## config.mk

```make
export PLATFORM = sky130hd
export DESIGN_NAME = pswd_entry
export DESIGN_NICKNAME = d
export VERILOG_FILES = /design/src/rtl/pswd_pkg.sv /design/src/rtl/pswd_entry_cyc_timer.sv /design/src/rtl/pswd_entry.sv
export SDC_FILE = /design/constraint.sdc
export NUM_CORES = 1
export LEC_CHECK = 0
export BUFFER_PORTS_ARGS = -buffer_cell sky130_fd_sc_hd__buf_2
export CORE_ASPECT_RATIO = 0.7
export CORE_UTILIZATION = 48
export CTS_BUF_LIST = sky130_fd_sc_hd__clkbuf_4
export DETAILED_ROUTE_END_ITERATION = 7
export HOLD_SLACK_MARGIN = 0.1
export PLACE_DENSITY = 0.75
export SLEW_MARGIN = 20
export SYNTH_ARGS = -nofsm -noshare
export SYNTH_HDL_FRONTEND = slang
export SYNTH_HIERARCHICAL = 1
export SYNTH_SLANG_ARGS = --single-unit
```

## constraint.sdc

```tcl
create_clock -name clk -period 10.5 [get_ports clk]
set_input_delay 2.1 -clock clk [delete_from_list [all_inputs] [get_ports clk]]
set_output_delay 2.1 -clock clk [all_outputs]
set_load 0.05 [all_outputs]
```

## src/rtl/pswd_pkg.sv

```systemverilog
// Shared types and constants for the parking gate keypad front end.
// State encoding, key codes and the password value limit.
package pswd_pkg;

    typedef enum logic [1:0] {
        S_IDLE,
        S_ENTRY,
        S_HOLD,
        S_ERROR
    } state_t;

    localparam logic [3:0] KEY_CLEAR  = 4'hA;
    localparam logic [3:0] KEY_ENTER  = 4'hB;
    localparam logic [7:0] PSWD_LIMIT = 8'd255;

endpackage

```

## src/rtl/pswd_entry_cyc_timer.sv

```systemverilog
// Loadable saturating down-counter shared by the timeout, hold and lockout.
// Ports: clk, rst (async high), load, load_val[W-1:0], done (count == 0).
module cyc_timer #(
    parameter int W = 10
) (
    input  logic         clk,
    input  logic         rst,
    input  logic         load,
    input  logic [W-1:0] load_val,
    output logic         done
);

    logic [W-1:0] cnt;

    always_ff @(posedge clk or posedge rst) begin
        if (rst) begin
            cnt <= '0;
        end else if (load) begin
            cnt <= load_val;
        end else if (cnt != '0) begin
            cnt <= cnt - 1'b1;
        end
    end

    assign done = (cnt == '0);

endmodule

```

## src/rtl/pswd_entry.sv

```systemverilog
// Keypad digit collector: builds an 8-bit password and presents it with a strobe.
// Ports: clk, rst, arm, key_valid, key_code[3:0] in; pswd[7:0], pswd_valid,
// entry_busy, digit_cnt[1:0], err out (all registered).
module pswd_entry
    import pswd_pkg::*;
#(
    parameter int MAX_DIGITS = 3,
    parameter int TIMEOUT    = 1000,
    parameter int HOLD_CYC   = 16,
    parameter int ERR_CYC    = 32
) (
    input  logic       clk,
    input  logic       rst,
    input  logic       arm,
    input  logic       key_valid,
    input  logic [3:0] key_code,
    output logic [7:0] pswd,
    output logic       pswd_valid,
    output logic       entry_busy,
    output logic [1:0] digit_cnt,
    output logic       err
);

    localparam int TMAX_A = (TIMEOUT > HOLD_CYC) ? TIMEOUT : HOLD_CYC;
    localparam int TMAX   = (TMAX_A > ERR_CYC) ? TMAX_A : ERR_CYC;
    localparam int TW     = $clog2(TMAX);

    state_t        state;
    logic [9:0]    acc;
    logic [9:0]    acc_next;
    logic          is_digit;
    logic          is_clear;
    logic          is_enter;
    logic          accepted;
    logic          reject;
    logic          t_load;
    logic [TW-1:0] t_val;
    logic          t_done;

    // Only three digits ever accumulate, so acc <= 99 before the last one
    // and acc*10 + d cannot wrap 10 bits.
    assign acc_next = acc * 10'd10 + {6'd0, key_code};
    assign is_digit = key_valid && (key_code <= 4'd9);
    assign is_clear = key_valid && (key_code == KEY_CLEAR);
    assign is_enter = key_valid && (key_code == KEY_ENTER);
    assign accepted = is_digit || is_clear || is_enter;
    assign reject   = is_digit &&
                      ((acc_next > {2'd0, PSWD_LIMIT}) ||
                       (digit_cnt == 2'(MAX_DIGITS)));

    // Timer reload mirrors the FSM transitions below.
    always_comb begin
        t_load = 1'b0;
        t_val  = '0;
        unique case (state)
            S_IDLE: begin
                if (arm) begin
                    t_load = 1'b1;
                    t_val  = TW'(TIMEOUT - 1);
                end
            end
            S_ENTRY: begin
                if (arm && !t_done && accepted) begin
                    t_load = 1'b1;
                    if (reject) begin
                        t_val = TW'(ERR_CYC - 1);
                    end else if (is_enter && digit_cnt != 2'd0) begin
                        t_val = TW'(HOLD_CYC - 1);
                    end else begin
                        t_val = TW'(TIMEOUT - 1);
                    end
                end
            end
            default: ;
        endcase
    end

    cyc_timer #(
        .W(TW)
    ) u_timer (
        .clk     (clk),
        .rst     (rst),
        .load    (t_load),
        .load_val(t_val),
        .done    (t_done)
    );

    always_ff @(posedge clk or posedge rst) begin
        if (rst) begin
            state      <= S_IDLE;
            acc        <= '0;
            digit_cnt  <= '0;
            pswd       <= '0;
            pswd_valid <= 1'b0;
            entry_busy <= 1'b0;
            err        <= 1'b0;
        end else begin
            unique case (state)
                S_IDLE: begin
                    if (arm) begin
                        state      <= S_ENTRY;
                        entry_busy <= 1'b1;
                    end
                end
                S_ENTRY: begin
                    if (!arm || t_done) begin
                        state      <= S_IDLE;
                        entry_busy <= 1'b0;
                        acc        <= '0;
                        digit_cnt  <= '0;
                    end else if (reject) begin
                        state      <= S_ERROR;
                        entry_busy <= 1'b0;
                        err        <= 1'b1;
                        acc        <= '0;
                        digit_cnt  <= '0;
                    end else if (is_digit) begin
                        acc       <= acc_next;
                        digit_cnt <= digit_cnt + 2'd1;
                    end else if (is_clear) begin
                        acc       <= '0;
                        digit_cnt <= '0;
                    end else if (is_enter && digit_cnt != 2'd0) begin
                        state      <= S_HOLD;
                        entry_busy <= 1'b0;
                        pswd       <= acc[7:0];
                        pswd_valid <= 1'b1;
                        acc        <= '0;
                        digit_cnt  <= '0;
                    end
                end
                S_HOLD: begin
                    if (!arm || t_done) begin
                        state      <= S_IDLE;
                        pswd       <= '0;
                        pswd_valid <= 1'b0;
                    end
                end
                S_ERROR: begin
                    if (t_done) begin
                        state <= S_IDLE;
                        err   <= 1'b0;
                    end
                end
                default: state <= S_IDLE;
            endcase
        end
    end

endmodule

```

* Word level (Yosys, flattened, before mapping)
Cells that the tools add are included.
Storage, ports and cells: memories 0, bits in read-only memories 0, bits in registers 35, output and inout bits 13, logic and storage cells 113, bits in latches 0, bits in writable memories 0
Cells by class: multiply operators 1, magnitude comparators 2, bitwise logic cells 0, muxes and demuxes 54, reduce and logical (&&, ||, !) cells 27, eq/ne operators 18, div/mod/pow operators 0, shift operators 0, $add $sub $neg 3
Operators by type and width (count):
- 10-bit two-way mux | 11
- 8-bit two-way mux | 6
- 2-bit two-way mux | 13
- 10-bit case mux with 2 select lines | 1
- 2-bit != test (second input constant) | 9
- 1-bit two-way mux | 17
- 8-bit case mux with 2 select lines | 1
- 4-bit != test (second input constant) | 3
- 10-bit by 4-bit adder with 10-bit output | 1
- 10-bit by 8-bit greater-than comparator with 1-bit output (second input constant) | 1
- 10-bit logical NOT | 1
- 10-bit by 3-bit multiplier with 9-bit output (second input constant) | 1
- 10-bit nonzero test | 1
- 2-bit nonzero test | 5
- 10-bit by 1-bit subtractor with 10-bit output (second input constant) | 1
- 4-bit == test (second input constant) | 2
- 1-bit case mux with 2 select lines | 4
- 2-bit case mux with 4 select lines | 1
- 1-bit logical AND | 7
- 7-bit AND reduction | 1
- 2-bit == test (second input constant) | 3
- 6-bit AND reduction | 1
- 5-bit AND reduction | 1
- 5-bit nonzero test | 1
- 8 further kinds | 12

* Longest topological paths before layout
Gate-level depths: netlist (run 1).
depth in word-level cells 9, gate-level depth with buffers 14

* Cells and area by module
Netlist (run 1), hierarchy kept.
By module, submodules not included:
- pswd_entry | area each 1556.5 um2, seq. area each 600.6 um2, cells each 150, instances 1
- cyc_timer | area each 693.2 um2, seq. area each 250.2 um2, cells each 76, instances 1

* Worst setup path before layout (run 1)
OpenSTA, ideal clock, no wires.
path type input to register, start point input key_code[2], end point register u_timer.cnt[7], buffers on the path 0, stages 11, arrival 4.297 ns, required time 10.406 ns, library setup time 0.094 ns, path slack 6.109 ns, cell sequence ha_1 a21o_1 a21oi_1 nor4_1 xor2_1 or3_4 o21a_1 o21ai_0 nand2b_1 o41ai_1 a211oi_1
Between the ends: word-level cells in the longest chain between the ends 8, elaborated cells between the ends (all ways) 22, classes of those cells add/sub: 1; order compare: 2; eq/ne: 2; mux: 7; reduce/logical: 10
RTL lines:
- start: declaration | line pswd_entry.sv:16 | input logic [3:0] key_code,
- 10-bit by 4-bit adder with 10-bit output (tied with other cells) | line pswd_entry.sv:42 | assign acc_next = acc * 10'd10 + {6'd0, key_code};
- 10-bit by 8-bit greater-than comparator with 1-bit output (tied with other cells) | line pswd_entry.sv:48 | ((acc_next > {2'd0, PSWD_LIMIT}) ||
- 1-bit logical OR (tied with other cells) | line pswd_entry.sv:48
- 1-bit logical AND (tied with other cells) | line pswd_entry.sv:47 | assign reject = is_digit &&
- 10-bit two-way mux or 1-bit logical AND (tied branches) | line pswd_entry.sv:65, pswd_entry.sv:63
- 10-bit two-way mux or 1-bit two-way mux (tied branches) | line pswd_entry.sv:63 | if (arm && !t_done && accepted) begin
- 10-bit case mux with 2 select lines or 1-bit case mux with 2 select lines (tied branches) | line pswd_entry.sv:55 | unique case (state)
- 10-bit two-way mux or 2-bit nonzero test (tied branches)
- end signal: assignment | line pswd_entry_cyc_timer.sv:19 | cnt <= load_val;
- end signal: assignment | line pswd_entry_cyc_timer.sv:21 | cnt <= cnt - 1'b1;
- end: declaration | line pswd_entry_cyc_timer.sv:13 | logic [W-1:0] cnt;
Several ways; a longest one is shown, not always the timed one. A chain may end at the register's enable or synchronous reset.

* Worst setup path after layout (run 1)
Same ends and word-level chain as after synthesis.

==> results of run 1 <==
routing by layer:
layer	wire length [microns]	up-vias	share of wire, %
met2	1880	37	39
met1	2690	855	56
li1	-	871	-
met3	170	4	3.6
met5	0	-	0
met4	34	0	0.71
state kept, by name, summed over array words and instances (netlist names):
signal,flops
acc,9
entry_busy,1
err,1
digit_cnt,2
pswd,8
state,2
u_timer/cnt,10
pswd_valid,1
cells by family (layout without fill, tap and decap cells):
kind of cell	Yosys count	in the layout
mux	1	1
buf+inv	30	48
xor+xnor	14	14
compound gates	63	63
simple gates	65	65
fa+ha+maj	19	19
flops	34	34
cell type report:
class / count / area share, %
clock buffers: 5 / 1.52
well taps: 55 / 2.79
inverters: 20 / 3.05
repair buffers: 20 / 4.06
multi-input cells: 162 / 51.5
clock inverters: 3 / 2.59
flip-flops and latches: 34 / 34.5
power groups by stage:
stage	combinational, mW	sequential (mW)	clock [mW]
final	0.328	0.229	0.121
after global routing	0.366	0.236	0.128
after CTS	0.326	0.227	0.122
after detailed placement	0.324	0.230	0
after global placement	0.318	0.228	0
after floorplan	0.269	0.225	0
stage by stage:
step | power [mW] | hold WS (ps)
after floorplan | 0.495 | 475
after global placement | 0.546 | 460
after detailed placement | 0.555 | 475
after CTS | 0.676 | 504
after global routing | 0.731 | 507
final | 0.679 | 497
layout by cell type, fill, tap and decap left out, types with 3 or more instances in the layout:
master,n
nor3_1,5
nand3_1,4
xnor2_1,7
ha_1,17
o31ai_1,6
nor4_1,6
inv_1,20
xor2_1,5
a22o_1,18
nor2_1,17
a31oi_1,4
nor2b_1,3
dfrtp_1,34
a21oi_1,5
nand2_1,11
buf_2,20
clkbuf_4,5
o21ai_0,9
worst max-delay path by stage:
stage	endpoint	slack [ps]	depth (start not counted)
2_1_floorplan	u_timer/cnt[7]$_DFFE_PP0P_	6110	11
3_3_place_gp	u_timer/cnt[7]$_DFFE_PP0P_	5810	12
3_5_place_dp	u_timer/cnt[7]$_DFFE_PP0P_	5620	12
4_1_cts	u_timer/cnt[7]$_DFFE_PP0P_	5960	12
5_1_grt	u_timer/cnt[7]$_DFFE_PP0P_	5680	12
6_report	u_timer/cnt[7]$_DFFE_PP0P_	5920	12
==> key figures, run 1 <==
Layout
  • Layout cells sized above 1: 17.2%
  • # diodes: 0
  • Synthesis-to-layout area growth: 9.57%
  • Fillcell total: 407
  • Final cell count without fillers: 299
  • Storage cell area: 851 sq um
  • Nets: 270
  • Area of the multi-input gates: 1270 sq um
  • Post-layout instance area: 2460 sq um
  • Final core occ: 55.6%

Worst setup path
  • Critical-path top delay cell: o21ai_0
  • Crit. End Element: flip-flop
  • Largest fanout on the critical path: 5
  • Delay-heaviest family, CP: compound AO/OA/AOI/OAI gates
  • Reg-to-reg slack, setup: 6660 ps
  • WP data required: 10750 ps
  • CP Cell Sequence: buf_2, ha_1, a21o_1, a21oi_1, nor4_1, xor2_1, or3_4, o21a_1, o21ai_0, nand2b_1, o41ai_1, a211oi_1
  • R2R depth: 14
  • Worst R2R End: u_timer/cnt[7]$_DFFE_PP0P_
  • Critical Path Start Type: primary input
  • WP data arrival: 4830 ps
  • Crit Path Class: primary input to flip-flop
  • RR Startpoint: acc[1]$_DFFE_PP0P_
  • Setup crit start: key_code[2]
  • Max incr delay on CP: 460 ps
  • Worst Path Buf+Inv: 1

Routing
  • DRC violations left: 5
  • Routed vias: 1767
  • 1st-iter DRT viols: 76
  • TritonRoute pass-1 iters: 6
  • Vias per cell: 5.91
  • Routed Antenna Nets: 0
  • WL final: 4780 microns
  • Wire per inst: 16.0 microns

Logic synthesis
  • Top-area cell type share of the netlist area: 37.8%
  • Cells after Synth: 226
  • Mux cell area share after synthesis: 0.667%
  • Number of flops mapped to enable cells by yosys: 0
  • Main combinational cell family by area after synthesis: compound AO/OA/AOI/OAI gates
  • Simple-gate share of the synthesized area: 16.8%
  • Synth top cells by count: dfrtp_1, inv_1, a22o_1
  • Synth Cell Area: 2250 sq um
  • Dominant synthesized flop cell: dfrtp_1
  • Synth area leader: dfrtp_1
  • Most numerous cell in the Yosys netlist: dfrtp_1
  • Synth cell types: 55
  • Syn Area/Cell: 9.95 sq um
  • Syn_nets: 253
  • Register area share after synthesis: 37.8%
  • Largest cells by area after synthesis: dfrtp_1, ha_1, a22o_1
  • Adder-Cell Fraction of Synth Area: 11.2%
  • Xor/xnor share of the synthesized area: 6.12%
  • Synth Area in Compound Gates: 21.6%
  • #FFs+latches synth: 34
  • Async S/R FF share, synth: 100%
  • Yosys warns: 6

GRT
  • Vias in the first global route: 1645
  • Met1 track demand over resource: 33.6%
  • Largest net degree at the start of global routing: 25
  • Initial antenna violation count: 0
  • GRT met2 Usage: 29.3%
  • Global-route wire length before repair: 8200 microns
  • Total grt overflow: 0
  • Tot GR Track Use: 21.4%
  • GR peak layer: met1
  • Met3 GRT Util: 4.32%

Min path
  • Worst hold stages: 1
  • HP Class: flip-flop to flip-flop
  • Hold_sp: pswd_valid$_DFFE_PP0P_
  • Worst Hold Endpoint: pswd_valid$_DFFE_PP0P_

Power
  • Internal power: 0.384 mW
  • Leak: 1.17 nW
  • Peak supply drop: 0.000154 V
  • Psw: 0.295 mW
  • Sw Share: 43.5%
  • Sequential Power Share: 33.8%
  • Power share of the clock group: 17.8%
  • PD cells: 275 nW/um^2
  • Combinational share of power: 48.4%

Placement
  • Placed Cells: 291
  • Final GP Congestion: 0.827
  • Post-DP HPWL: 3510 microns
  • Port Buf Inserts: 20
  • Post-DP Area: 2360 sq um
  • Pre-CTS WS: 5620 ps

Floorplan
  • Starting Density: 50.8%
  • I/O pin total: 21
  • Die area: 4970 sq um
  • Die W: 83.8 microns
  • FP Rows: 20
  • Die Ht: 59.3 microns
  • Core area: 4430 sq um

Timing
  • Final setup violation count: 0
  • Sum Neg Setup Slack: 0 ps
  • Hold Vio Cnt, Final: 0
  • Slew HR: 37.6%
  • Max-slew violations: 0
  • Slew of the pin with the lowest slew margin: 936 ps
  • Final worst-path cycle share: 43.6%
  • RSZ-0062 raised after global routing: no
  • Setup ws final: 5920 ps
  • Post-Route Skew: 10.2 ps
  • Final Critical Period: 4580 ps
  • Max Clk Rate: 218 MHz

Clocking
  • CTS Buf Count: 5
  • # H-tree levels: 2
  • PostCTS Resize Cnt: 0
  • Later-pin clock latency in the skew report: 340 ps
  • Root Driver: clkbuf_4
  • Postcts setup bufs: 0
  • Clk sinks: 34
  • CTS clk-pin slew, worst paths: 110 ps
  • CTS hold repair buffers: 0
  • Max clock buf depth: 2
  • TritonCTS clock tree: yes

Status
  • Failing checks: design-rule violations
  • Status: finished, violations left

Job
  • Max_cap viols: 0
Note: power is estimated with default switching activity, not from simulation.
==> run 2, diff against run 1 <==
PLACE_DENSITY = 0.77   (was 0.75)
clock period = 4.1 ns   (was 10.5 ns; I/O delays follow)
==> run 2 against run 1 <==
Register-to-register slack got worse by 6300 ps. Die area did not move. Non-clock buffer count rose by 1. Via count rose by 1.4%. Critical path type is now flip-flop to flip-flop. Utilization fell by 0.51 points. First-iteration DRC count rose by 64%. Combinational power rose to 2.6 times the previous value. Power rose by 150%. The run still ends with design-rule violations left. Sequential cell count did not move. Clock power rose by 98%. Hold slack got worse by 49 ps. Cell count did not move. Largest cell class unchanged.
==> key figures, run 2 (synthesis results as in run 1) <==
Routing
  • Vias per cell: 5.99 (+1.4%)
  • Routed vias: 1792 (+1.4%)
  • 1st-iter DRT viols: 125 (+64%)
  • Routed Antenna Nets: 0 (unchanged)
  • Wire per inst: 15.8 microns (-1.0%)
  • TritonRoute pass-1 iters: 7 (+1)
  • DRC violations left: 7 (+2)
  • WL final: 4730 microns (-1.0%)

Worst setup path
  • Critical-path top delay cell: dfrtp_1
  • Crit Path Class: flip-flop to flip-flop
  • Reg-to-reg slack, setup: 310 ps (-6350 ps)
  • Worst R2R End: u_timer/cnt[7]$_DFFE_PP0P_
  • R2R depth: 14 (unchanged)
  • WP data required: 4340 ps (-6410 ps)
  • Largest fanout on the critical path: 5 (unchanged)
  • WP data arrival: 4030 ps (-800 ps)
  • CP Cell Sequence: ha_1, ha_1, inv_1, fa_1, xnor2_1, nand3b_1, nor4_1, xor2_1, or3_4, o21a_1, o21ai_0, nand2b_1, o41ai_1, a211oi_1
  • Max incr delay on CP: 450 ps (about the same)
  • Top cell by count, worst path: ha_1
  • Crit. End Element: flip-flop
  • Critical Path Start Type: flip-flop
  • RR Startpoint: acc[1]$_DFFE_PP0P_

Power
  • Psw: 0.751 mW (+150%)
  • Internal power: 0.919 mW (+140%)
  • Power share of the clock group: 14.4% (-3.4 points)
  • Peak supply drop: 0.000364 V (+140%)
  • Sequential Power Share: 35.2% (+1.4 points)
  • PD cells: 684 nW/um^2 (+150%)
  • Leak: 1.16 nW (-0.74%)
  • Sw Share: 45.0% (+1.5 points)
  • Combinational share of power: 50.4% (+2.0 points)

Clocking
  • Root Driver: clkbuf_4
  • CTS Buf Count: 5 (unchanged)
  • CTS hold repair buffers: 0 (unchanged)
  • Later-pin clock latency in the skew report: 340 ps (about the same)
  • PostCTS Resize Cnt: 0 (unchanged)
  • Postcts setup bufs: 0 (unchanged)
  • Clk sinks: 34 (unchanged)
  • TritonCTS clock tree: yes
  • CTS clk-pin slew, worst paths: 110 ps (about the same)
  • # H-tree levels: 2 (unchanged)
  • Max clock buf depth: 2 (unchanged)

GRT
  • Initial antenna violation count: 0 (unchanged)
  • Global-route wire length before repair: 8170 microns (-0.43%)
  • Vias in the first global route: 1691 (+2.8%)
  • Total grt overflow: 0 (unchanged)
  • Largest net degree at the start of global routing: 25 (unchanged)
  • Tot GR Track Use: 21.3% (about the same)

Placement
  • Post-DP HPWL: 3560 microns (+1.5%)
  • Port Buf Inserts: 20 (unchanged)
  • Final GP Congestion: 0.920 (+11%)

Layout
  • Layout cells sized above 1: 17.2% (unchanged)
  • Fillcell total: 378 (-7.1%)
  • Max reg flops: 10 (unchanged)
  • Synthesis-to-layout area growth: 8.56%
  • # diodes: 0 (unchanged)
  • Nets: 271 (+0.37%)
  • Most frequent cells in the layout: dfrtp_1, inv_1, buf_2
  • Final core occ: 55.1% (-0.51 points)
  • Registers with the most flip-flops: u_timer/cnt: 10 flops, acc: 9 flops, pswd: 8 flops
  • Most common cell after layout, fill and taps aside: dfrtp_1
  • Reg with most FFs: u_timer/cnt

Timing
  • Final Critical Period: 3790 ps
  • Final worst-path cycle share: 92.4%
  • Slew HR: 37.1% (-0.50 points)
  • Slew of the pin with the lowest slew margin: 931 ps (-4.55 ps)
  • Post-Route Skew: 10.9 ps (+0.712 ps)
  • Sum Neg Setup Slack: 0 ps (unchanged)
  • Hold Vio Cnt, Final: 0 (unchanged)
  • Max Clk Rate: 264 MHz
  • RSZ-0062 raised after global routing: no
  • Max-slew violations: 0 (unchanged)
  • Final setup violation count: 0 (unchanged)

Status
  • Failing checks: design-rule violations
  • Status: finished, violations left

Floorplan
  • I/O pin total: 21 (unchanged)
  • FP Rows: 20 (unchanged)
  • Core area: 4430 sq um (unchanged)
  • Die W: 83.8 microns (unchanged)
  • Starting Density: 50.8% (unchanged)
  • Die area: 4970 sq um (unchanged)
  • Die Ht: 59.3 microns (unchanged)

Min path
  • HP Class: primary input to asynchronous set/reset pin

Job
  • Max_cap viols: 0 (unchanged)
run 2: cell count changes in the layout (fill, tap and decap cells not counted), sizes merged:
cell,change
buf,+1
bufinv,-1
run 2: critical path, delay by kind of cell, from the launching register on:
kind	cells	cell delay, ps
adder cells (fa/ha/maj)	3	870
AND/OR/NAND/NOR	4	940
flip-flops	1	450
XOR/XNOR	2	410
AO/OA/AOI/OAI	4	960
buffers and inverters	1	60
run 2: per-stage QoR:
step	cells	hold slack, ps	power [mW]	cell area [sq um]	setup WS, ps
final	299	449	1.67	2440	313
after global routing	299	467	1.80	2440	7.17
after CTS	299	460	1.66	2440	313
after detailed placement	292	473	1.43	2370	311
after global placement	292	458	1.40	2370	587
after floorplan	226	475	1.27	2250	760
run 2: worst max-delay path by stage:
| stage | from | to | slack, ps | cells past startpoint |
|---|---|---|---|---|
| floorplan | acc[1]$_DFFE_PP0P_ | u_timer/cnt[7]$_DFFE_PP0P_ | 760 | 14 |
| global placement | acc[1]$_DFFE_PP0P_ | u_timer/cnt[7]$_DFFE_PP0P_ | 590 | 13 |
| detailed placement | acc[1]$_DFFE_PP0P_ | u_timer/cnt[7]$_DFFE_PP0P_ | 310 | 14 |
| CTS | acc[1]$_DFFE_PP0P_ | u_timer/cnt[7]$_DFFE_PP0P_ | 310 | 14 |
| global route | acc[1]$_DFFE_PP0P_ | u_timer/cnt[7]$_DFFE_PP0P_ | 7 | 14 |
| finish | acc[1]$_DFFE_PP0P_ | u_timer/cnt[7]$_DFFE_PP0P_ | 310 | 14 |
run 2: layout make-up:
type                    count  area [sq um]  area share [%]
clock buffers               5          37.5            1.54
clock inverters             2          33.8            1.38
inverters                  20          75.1            3.07
multi-input cells         162          1270            51.9
flip-flops and latches     34           851            34.8
well taps                  55          68.8            2.82
repair buffers             21           108            4.41
run 2: layer usage:
layer / vias to the layer above / wire (microns) / global-route usage (%)
li1: 867 / - / -
met1: 854 / 2500 / 32.5
met2: 65 / 1840 / 29.9
met3: 6 / 332 / 4.87
met4: 0 / 59 / 6.65
met5: - / 0 / 0
run 2: power by group through the flow:
stage	sequential [mW]	clock, mW	combinational (mW)
after floorplan	0.577	0	0.690
after global placement	0.585	0	0.814
after detailed placement	0.592	0	0.834
after CTS	0.583	0.243	0.838
after global routing	0.606	0.256	0.937
final	0.589	0.240	0.842
==> run 3, diff against run 2 <==
PLACE_DENSITY = 0.7   (was 0.77)
SYNTH_HIERARCHICAL = unset   (was 1)
==> run 3 against run 2 <==
The run now ends clean. Maximum frequency up 18%. Die area down 6.0%. First-iteration DRC count down 4.8%. Via count down 11%. Largest cell class unchanged.
==> key figures, run 3 <==
Logic synthesis
  • Top-area cell type share of the netlist area: 40.3% (+2.5 points)
  • Number of flops mapped to enable cells by yosys: 0 (unchanged)
  • Synth cell types: 54 (-1.8%)
  • Syn Area/Cell: 10.4 sq um (+4.5%)
  • Async S/R FF share, synth: 100% (unchanged)
  • Synth top cells by count: dfrtp_1, nand2_1, ha_1
  • Synth area leader: dfrtp_1
  • Register area share after synthesis: 40.3% (+2.5 points)
  • Most numerous cell in the Yosys netlist: dfrtp_1
  • #FFs+latches synth: 34 (unchanged)
  • Cells after Synth: 203 (-10%)
  • Largest cells by area after synthesis: dfrtp_1, ha_1, a22o_1
  • Yosys warns: 0 (-6)
  • Syn_nets: 230 (-9.1%)
  • Synth Cell Area: 2110 sq um (-6.2%)
  • Dominant synthesized flop cell: dfrtp_1

Placement
  • Final GP Congestion: 0.791 (-14%)
  • Port Buf Inserts: 20 (unchanged)
  • Post-DP HPWL: 3240 microns (-9.1%)
  • Pre-CTS WS: 819 ps (+508 ps)

GRT
  • Initial antenna violation count: 0 (unchanged)
  • Largest net degree at the start of global routing: 31 (+24%)
  • Tot GR Track Use: 22.2% (+0.87 points)
  • Vias in the first global route: 1621 (-4.1%)
  • Total grt overflow: 0 (unchanged)
  • Global-route wire length before repair: 7690 microns (-5.9%)

Worst setup path
  • Max incr delay on CP: 470 ps (+20 ps)
  • RR Startpoint: acc[1]$_DFFE_PP0P_
  • Setup crit start: acc[1]$_DFFE_PP0P_
  • Reg-to-reg slack, setup: 890 ps (+580 ps)
  • Worst setup path end: digit_cnt[0]$_DFFE_PP0P_
  • WP data arrival: 3490 ps (-540 ps)
  • Worst Path Buf+Inv: 1 (unchanged)
  • Largest fanout on the critical path: 8 (+3)
  • Worst R2R End: digit_cnt[0]$_DFFE_PP0P_
  • Delay-heaviest family, CP: adder cells
  • CP Depth: 10 (-4)
  • Crit. End Element: flip-flop
  • Crit Path Class: flip-flop to flip-flop
  • Critical-path top delay cell: dfrtp_1
  • WP data required: 4380 ps (+40 ps)
  • Critical Path Start Type: flip-flop
  • R2R depth: 10 (-4)
  • CP Cell Sequence: ha_1, ha_1, inv_1, fa_1, nand3b_1, a2111oi_2, xor2_1, nor2_1, and3_1, mux2_4
  • Top cell by count, worst path: ha_1

Clocking
  • Max clock buf depth: 2 (unchanged)
  • Postcts setup bufs: 0 (unchanged)
  • Clk sinks: 34 (unchanged)
  • Later-pin clock latency in the skew report: 340 ps (about the same)
  • TritonCTS clock tree: yes
  • CTS Buf Count: 5 (unchanged)
  • PostCTS Resize Cnt: 0 (unchanged)
  • Root Driver: clkbuf_4
  • CTS clk-pin slew, worst paths: 100 ps (about the same)
  • CTS hold repair buffers: 0 (unchanged)
  • # H-tree levels: 2 (unchanged)

Layout
  • Layout cells sized above 1: 18.9% (+1.7 points)
  • Synthesis-to-layout area growth: 9.43%
  • Most frequent cells in the layout: dfrtp_1, nand2_1, buf_2
  • # diodes: 0 (unchanged)
  • Registers with the most flip-flops: u_timer.cnt: 10 flops, acc: 9 flops, pswd: 8 flops
  • Reg with most FFs: u_timer.cnt
  • Most common cell after layout, fill and taps aside: dfrtp_1
  • Max reg flops: 10 (unchanged)
  • Nets: 253 (-6.6%)

Timing
  • Hold Vio Cnt, Final: 0 (unchanged)
  • Fin Hold WS: 498 ps (+49.4 ps)
  • Sum Neg Setup Slack: 0 ps (unchanged)
  • Post-Route Skew: 7.60 ps (-3.32 ps)
  • RSZ-0062 raised after global routing: no
  • Final worst-path cycle share: 78.2% (-14 points)
  • Final Critical Period: 3210 ps (-580 ps)
  • Final setup violation count: 0 (unchanged)
  • Slew of the pin with the lowest slew margin: 976 ps (+44.9 ps)
  • Max-slew violations: 0 (unchanged)
  • Setup ws final: 893 ps (+580 ps)
  • Slew HR: 34.7% (-2.4 points)
  • Max Clk Rate: 312 MHz (+18%)

Power
  • PD cells: 613 nW/um^2 (-10%)
  • Leak: 1.15 nW (-1.0%)
  • Peak supply drop: 0.000502 V (+38%)

Floorplan
  • Die area: 4670 sq um (-6.0%)
  • FP Rows: 19 (-5.0%)
  • I/O pin total: 21 (unchanged)
  • Starting Density: 51.9% (+1.1 points)
  • Die W: 81.3 microns (-3.1%)
  • Core area: 4070 sq um (-8.2%)
  • Die Ht: 57.5 microns (-3.0%)

Routing
  • TritonRoute pass-1 iters: 4 (-3)
  • Routed vias: 1586 (-11%)
  • Routed Antenna Nets: 0 (unchanged)
  • WL final: 4300 microns (-9.0%)
  • DRC violations left: 0 (-7)
  • 1st-iter DRT viols: 119 (-4.8%)
  • Vias per cell: 5.68 (-5.2%)
  • Wire per inst: 15.4 microns (-2.4%)

Min path
  • HP Class: flip-flop to flip-flop

Job
  • Max_cap viols: 0 (unchanged)

Status
  • Status: finished clean
[run 3: area by class of cell]
cell class                      instances  area (sq um)
Clock buffer                            5          37.5
Timing Repair Buffer                   22           115
Tap cell                               52          65.1
Sequential cell                        34           851
Inverter                               13          48.8
Fill cell                             359          1760
Multi-Input combinational cell        150          1180
Clock inverter                          3          11.3
[run 3: worst min-delay path by stage]
stage / from / to / slack [ps] / cells after the start
final: pswd_valid$_DFFE_PP0P_ / pswd_valid$_DFFE_PP0P_ / 500 / 1
after detailed placement: pswd[3]$_DFFE_PP0P_ / pswd[3]$_DFFE_PP0P_ / 490 / 1
after CTS: pswd_valid$_DFFE_PP0P_ / pswd_valid$_DFFE_PP0P_ / 510 / 1
after floorplan: acc[8]$_DFFE_PP0P_ / acc[8]$_DFFE_PP0P_ / 480 / 1
after global routing: pswd_valid$_DFFE_PP0P_ / pswd_valid$_DFFE_PP0P_ / 530 / 1
after global placement: pswd_valid$_DFFE_PP0P_ / pswd_valid$_DFFE_PP0P_ / 460 / 1
[run 3: cell families after synthesis]
group,share of synthesized area (%)
AND/OR/NAND/NOR,15.7
multiplexers,1.19
XOR/XNOR,7.71
AO/OA/AOI/OAI,18.9
flip-flops,40.3
adder cells (fa/ha/maj),12.4
buffers and inverters,3.73
[run 3: report_power, final]
part | leakage (nW) | switching (mW) | total, mW | internal (mW)
logic | 0.694 | 0.412 | 0.703 | 0.291
registers | 0.430 | 0.114 | 0.540 | 0.426
clock network | 0.0277 | 0.112 | 0.173 | 0.0610
total | 1.15 | 0.639 | 1.42 | 0.778
[run 3: worst reg2reg max path, cell delays in order (launching register included)]
cell and delay (ps):
dfrtp_1 470, ha_1 320, ha_1 230, inv_1 70, fa_1 470, nand3b_1 230, a2111oi_2 400, xor2_1 130
nor2_1 240, and3_1 400, mux2_4 210
[run 3: through the flow]
step	power, mW	std cells	area [sq um]	util (%)
after CTS	1.43	279	2310	56.8
after global routing	1.54	279	2310	56.8
after global placement	1.23	271	2260	55.6
after floorplan	1.09	203	2110	-
final	1.42	279	2310	56.8
after detailed placement	1.25	271	2260	55.6
[run 3: metal layers]
layer | wire length (microns) | GRT usage [%] | share of wire, %
met5 | 0 | 0 | 0
met2 | 1760 | 31.3 | 41
met4 | 50 | 7.65 | 1.2
met1 | 2290 | 33.4 | 53
met3 | 205 | 4.96 | 4.8
